**src/rtl/prog_clk_div.sv**
```systemverilog
// prog_clk_div: NCH independent runtime-programmable clock-enable dividers with glitch-free reload.
// Optional feature macro CLK_DIV_SYNC_EN adds a 'sync' input that phase-aligns all enabled channels.
module prog_clk_div #(
    parameter int NCH     = 4,
    parameter int CW      = 27,
    parameter int CHW     = 2,
    parameter int DEF_DIV = 125000000
) (
    input  logic           clk_ref,
    input  logic           RST,
    input  logic [NCH-1:0] ch_en,
`ifdef CLK_DIV_SYNC_EN
    input  logic           sync,
`endif
    input  logic           cfg_wr,
    input  logic [CHW-1:0] cfg_ch,
    input  logic [CW-1:0]  cfg_div,
    output logic           cfg_err,
    output logic [NCH-1:0] div_out,
    output logic [NCH-1:0] div_tick
);

    logic           cfg_ok;
    logic [NCH-1:0] wr_sel;

    // A write is only steered to a channel once both divisor and channel index are legal.
    always_comb begin
        cfg_ok = (cfg_div >= CW'(2)) && (32'(cfg_ch) < 32'(NCH));
        wr_sel = '0;
        for (int i = 0; i < NCH; i++)
            wr_sel[i] = cfg_wr && cfg_ok && (32'(cfg_ch) == 32'(i));
    end

    always_ff @(posedge clk_ref) begin
        if (RST) cfg_err <= 1'b0;
        else     cfg_err <= cfg_wr && !cfg_ok;
    end

    for (genvar g = 0; g < NCH; g++) begin : g_ch
        logic [CW-1:0] d_q, s_q, p_q;
        logic [CW-1:0] d_n, s_n, p_n, h_n;
        logic          pend_q, pend_n, run_q, run_n;
        logic          restart, out_n, tick_n, out_q, tick_q;

        always_comb begin
            d_n    = d_q;
            s_n    = s_q;
            p_n    = p_q;
            pend_n = pend_q;
            run_n  = run_q;
`ifdef CLK_DIV_SYNC_EN
            restart = ch_en[g] && sync;
`else
            restart = 1'b0;
`endif
            if (!ch_en[g]) begin
                // Idle channel has no period in progress, so divisors take effect at once.
                run_n  = 1'b0;
                p_n    = '0;
                pend_n = 1'b0;
                if (wr_sel[g])   d_n = cfg_div;
                else if (pend_q) d_n = s_q;
            end else if (!run_q || restart || (p_q == d_q - CW'(1))) begin
                run_n = 1'b1;
                p_n   = '0;
                if (pend_q) begin
                    d_n    = s_q;
                    pend_n = 1'b0;
                end
                if (wr_sel[g]) begin
                    if (restart) begin
                        d_n    = cfg_div;
                        pend_n = 1'b0;
                    end else begin
                        s_n    = cfg_div;
                        pend_n = 1'b1;
                    end
                end
            end else begin
                p_n = p_q + CW'(1);
                if (wr_sel[g]) begin
                    s_n    = cfg_div;
                    pend_n = 1'b1;
                end
            end
            // Outputs are registered from next-state so they line up with the phase they describe.
            h_n    = CW'(({1'b0, d_n} + (CW+1)'(1)) >> 1);
            out_n  = ch_en[g] && (p_n < h_n);
            tick_n = ch_en[g] && (p_n == d_n - CW'(1));
        end

        always_ff @(posedge clk_ref) begin
            if (RST) begin
                d_q    <= CW'(DEF_DIV);
                s_q    <= '0;
                p_q    <= '0;
                pend_q <= 1'b0;
                run_q  <= 1'b0;
                out_q  <= 1'b0;
                tick_q <= 1'b0;
            end else begin
                d_q    <= d_n;
                s_q    <= s_n;
                p_q    <= p_n;
                pend_q <= pend_n;
                run_q  <= run_n;
                out_q  <= out_n;
                tick_q <= tick_n;
            end
        end

        assign div_out[g]  = out_q;
        assign div_tick[g] = tick_q;
    end

endmodule

```
**config.mk**
```make
export PLATFORM = sky130hd
export DESIGN_NAME = prog_clk_div
export DESIGN_NICKNAME = d
export VERILOG_FILES = /design/src/rtl/prog_clk_div.sv
export SDC_FILE = /design/constraint.sdc
export NUM_CORES = 2
export LEC_CHECK = 0
export ABC_AREA = 1
export BUFFER_PORTS_ARGS = -buffer_cell sky130_fd_sc_hd__clkbuf_2
export CAP_MARGIN = 15
export CORE_ASPECT_RATIO = 0.8
export CORE_MARGIN = 2
export CORE_UTILIZATION = 37
export DETAILED_ROUTE_END_ITERATION = 8
export GPL_ROUTABILITY_DRIVEN = 0
export SYNTH_ARGS = -nofsm -noshare
export SYNTH_HDL_FRONTEND = slang
export SYNTH_SLANG_ARGS = --single-unit
```
**constraint.sdc**
```tcl
create_clock -name clk_ref -period 11.85 [get_ports clk_ref]
set_input_delay 1.7775 -clock clk_ref [delete_from_list [all_inputs] [get_ports clk_ref]]
set_output_delay 1.7775 -clock clk_ref [all_outputs]
set_load 0.01 [all_outputs]
```
==> implementation parameters <==
Parameter                              Value

Run
  Max-capacitance violation count    0

Timing
  Final count of hold timing violations    0
  Min cycle time layout    5985 ps
  Pins over their slew limit    0
  Least setup slack across all paths after layout    5865 ps
  Worst-case clock skew    14.28 ps
  Worst Max-Slew Pin Slew    1099 ps
  Setup total negative slack    0 ps
  Total of endpoints with negative setup slack in the final report    0
  Max-slew headroom    26.75%
  Highest attainable clock frequency    167.1 MHz
  Share of the clock period used by the worst path    50.50%
  Unrepaired setup endpoints after global routing    false

Min path
  Class of the worst hold path    reg2reg
  Endpoint with the worst hold slack    g_ch[0].s_q[1]$_SDFFE_PP0P_
  Hold path cells    2
  Hold wc startpoint    g_ch[0].s_q[1]$_SDFFE_PP0P_

Worst setup path
  Worst path most repeated cell    nand2_1
  Largest stage delay, worst path    420 ps
  CP max-delay cell    buf_4
  Crit path required time    12,390 ps
  R2R depth    32
  Reg-to-reg slack, setup    about 5900 ps
  Worst setup path category    in2reg
  Crit start category    primary input
  Worst reg2reg endpoint    g_ch[1].out_q$_SDFF_PP0_
  Worst-path fanout max    48
  WP data arrival    about 6500 ps
  CP Capture Type    flip-flop
  Crit Reg-Reg Startpoint    g_ch[1].d_q[0]$_SDFF_PP0_

Synthesis
  Share of synthesized registers carrying an async set or reset    0%
  Count of synthesis-stage warnings from yosys    0
  Post-Syn Area per Cell    5.747 um^2
  Share of cell area taken by muxes after synthesis    0%
  Synthesized-area fraction occupied by and/or/nand/nor cells    between 40% and 50%
  Sequential element share of the synthesized area    20.33%
  Top flip-flop cell by instance count after synthesis    dfxtp_1
  Share of the synthesized area in compound gates (AO/OA/AOI/OAI)    about a tenth
  Post-synthesis adder-cell area fraction    4.360%
  Number of nets in the synthesized netlist    5,995
  Largest family of logic cells by synthesized area    simple AND/OR/NAND/NOR gates
  Synthesized netlist cell count    5,842
  Cell area after technology mapping    about 34,000 um^2
  Number of flip-flops and latches in the synthesized netlist    341
  Number of distinct standard cells referenced by the synthesized netlist    67
  Post-synth EDFFs    0
  Post-Synth XOR/XNOR Area    7.592%

Routing
  Vias/cell    5.298
  Detailed router's first-iteration violation count    between 4,000 and 5,000
  Met3 Routed Length    13.64 mm
  Vias after detailed routing    roughly 37,000
  Detailed Routing Iterations Pass 1    7
  Post-Route M1 WL    59.43 mm
  Wire length on met2    48.73 mm
  Highest metal layer with signal wires    met5
  Detailed-route wire length per cell    around 18 um
  Wirelength, routed    124.5 mm
  Number of nets with antenna violations after detailed routing    0
  DRC violations left    0

Layout
  Most common library cell in the layout ignoring fill and taps    nand2_1
  Area growth from synthesis to layout    7.338%
  Post-layout net count    approximately 5,900
  Fraction of layout instances using a drive strength above 1    7.637%
  Post-route cell area    36,040 um^2
  Finished Core Util    40.20%
  Highest-count cells in the layout ignoring fill and taps    nand2_1, nor2_1, inv_1

GRT
  Number of antenna violations at the first check in global routing    9
  Total routing resource utilization after global routing    a little over a quarter
  Number of global-route vias before repair    32,700
  First-pass GRT wire length    around 190 mm
  Gr ovfl total    0
  Pin count of the biggest net entering global routing    135

Clock network
  Setup repair bufs after CTS    0
  Clock Tree Root    clkbuf_16
  Number of buffers added by the clock tree synthesis step    43
  Worst-Skew Late Latency    610 ps
  Level count of the clock H-tree    2
  Number of buffers on the longest clock path    3
  Clock Pin Slew Worst Setup and Hold Paths    60 ps
  TritonCTS clock tree    done
  Post-CTS sizing    0
  Clock sink count    341
  Hold-fix buffer count after cts    0

Placed design
  Half-perimeter wire length after placement    95.52 mm
  Pre-CTS WS    approximately 5400 ps
  IO Port Bufs    44
  Placed cell area    34,550 um^2

Run status
  Status    complete, no violations

Power
  P per Cell Area    100.9 nW/um^2
  Maximum vdd drop    0.0001469 V
  Lkg Pwr    0.01669 uW
  Overall Power    between 3000 and 4000 uW

Die
  Number of standard-cell rows in the floorplan    98
  Horiz. Die Dim    340.8 um
  Ports placed on the boundary    45
  Die footprint    about 93,000 um^2
  Placeable Area    89,630 um^2
  Floorplan die height    273.4 um
  Initial Util    37.45%
## flip-flops by register name, indices dropped and copies added, names as in the netlist
| register | count |
|---|---|
| g_ch.pend_q | 4 |
| g_ch.p_q | 108 |
| g_ch.d_q | 108 |
| g_ch.run_q | 4 |
| g_ch.tick_q | 4 |
| cfg_err | 1 |
| g_ch.s_q | 108 |
| g_ch.out_q | 4 |
## cell type report
type | instances | area, um^2
fill | 9765 | 53600
multi-input combinational | 4566 | 22980
sequential | 341 | 6828
inverter | 741 | 2786
tap | 1200 | 1501
clock buffer | 58 | 1214
timing repair buffer | 74 | 451.7
clock inverter | 21 | 261.5
antenna | 4 | 10.01
## metal layers
layer | global-route usage, % | vias to the layer above
li1 | - | 18380
met5 | 0 | -
met2 | 36.88 | 1635
met4 | 6.144 | 8
met3 | 4.451 | 168
met1 | 40.02 | 16920
## power breakdown
part | internal, uW | leakage, uW | switching, uW
Sequential | 1190 | 0.00278 | 64.3
Combinational | 275 | 0.0132 | 679
Clock | 830 | 0.000713 | 596
Total | 2290 | 0.0167 | 1340
## through the flow
stage | cells | hold WS (ps)
floorplan | 5842 | 429.2
detailed placement | 6922 | 443.3
finish | 7005 | 451.2
global placement | 6922 | 441.8
CTS | 7001 | 453.0
global route | 7003 | 469.3
## cell usage after synthesis, drive strengths merged (78+ instances only)
| master | instances | area, um^2 |
|---|---|---|
| nand2 | 1857 | 7217 |
| nor2 | 836 | 3483 |
| inv | 733 | 2751 |
| nand3 | 494 | 2572 |
| o21ai | 385 | 1949 |
| dfxtp | 341 | 6827 |
| xor2 | 220 | 1927 |
| a21oi | 154 | 778.3 |
| ha | 117 | 1464 |
| clkbuf | 116 | 435.4 |
| nand4 | 96 | 634.4 |
| nor3 | 93 | 533.0 |
| buf | 78 | 545.5 |
## worst max-delay path, delay by kind of cell
| family | cells | cell delay [ps] |
|---|---|---|
| simple gates | 16 | 2570 |
| fa+ha+maj | 1 | 330 |
| compound gates | 5 | 820 |
| xor+xnor | 1 | 160 |
| buf+inv | 3 | 810 |
## cell families after synthesis
| family | count (synthesis) |
|---|---|
| AO/OA/AOI/OAI | 636 |
| XOR/XNOR | 280 |
| adder cells (fa/ha/maj) | 117 |
| buffers and inverters | 935 |
| flip-flops | 341 |
| AND/OR/NAND/NOR | 3533 |
## how the worst max path moves through the flow
stage	cells past startpoint	end	from	slack (ps)
5_1_grt	32	g_ch[1].out_q$_SDFF_PP0_	g_ch[1].d_q[0]$_SDFF_PP0_	5290
4_1_cts	32	g_ch[1].out_q$_SDFF_PP0_	g_ch[1].d_q[0]$_SDFF_PP0_	5960
3_3_place_gp	25	g_ch[0].out_q$_SDFF_PP0_	cfg_div[15]	5500
3_5_place_dp	28	g_ch[1].out_q$_SDFF_PP0_	cfg_div[16]	5440
6_report	26	g_ch[3].out_q$_SDFF_PP0_	cfg_div[16]	5870
2_1_floorplan	23	g_ch[0].out_q$_SDFF_PP0_	cfg_div[21]	6290
(Power assumes the default switching activity.)
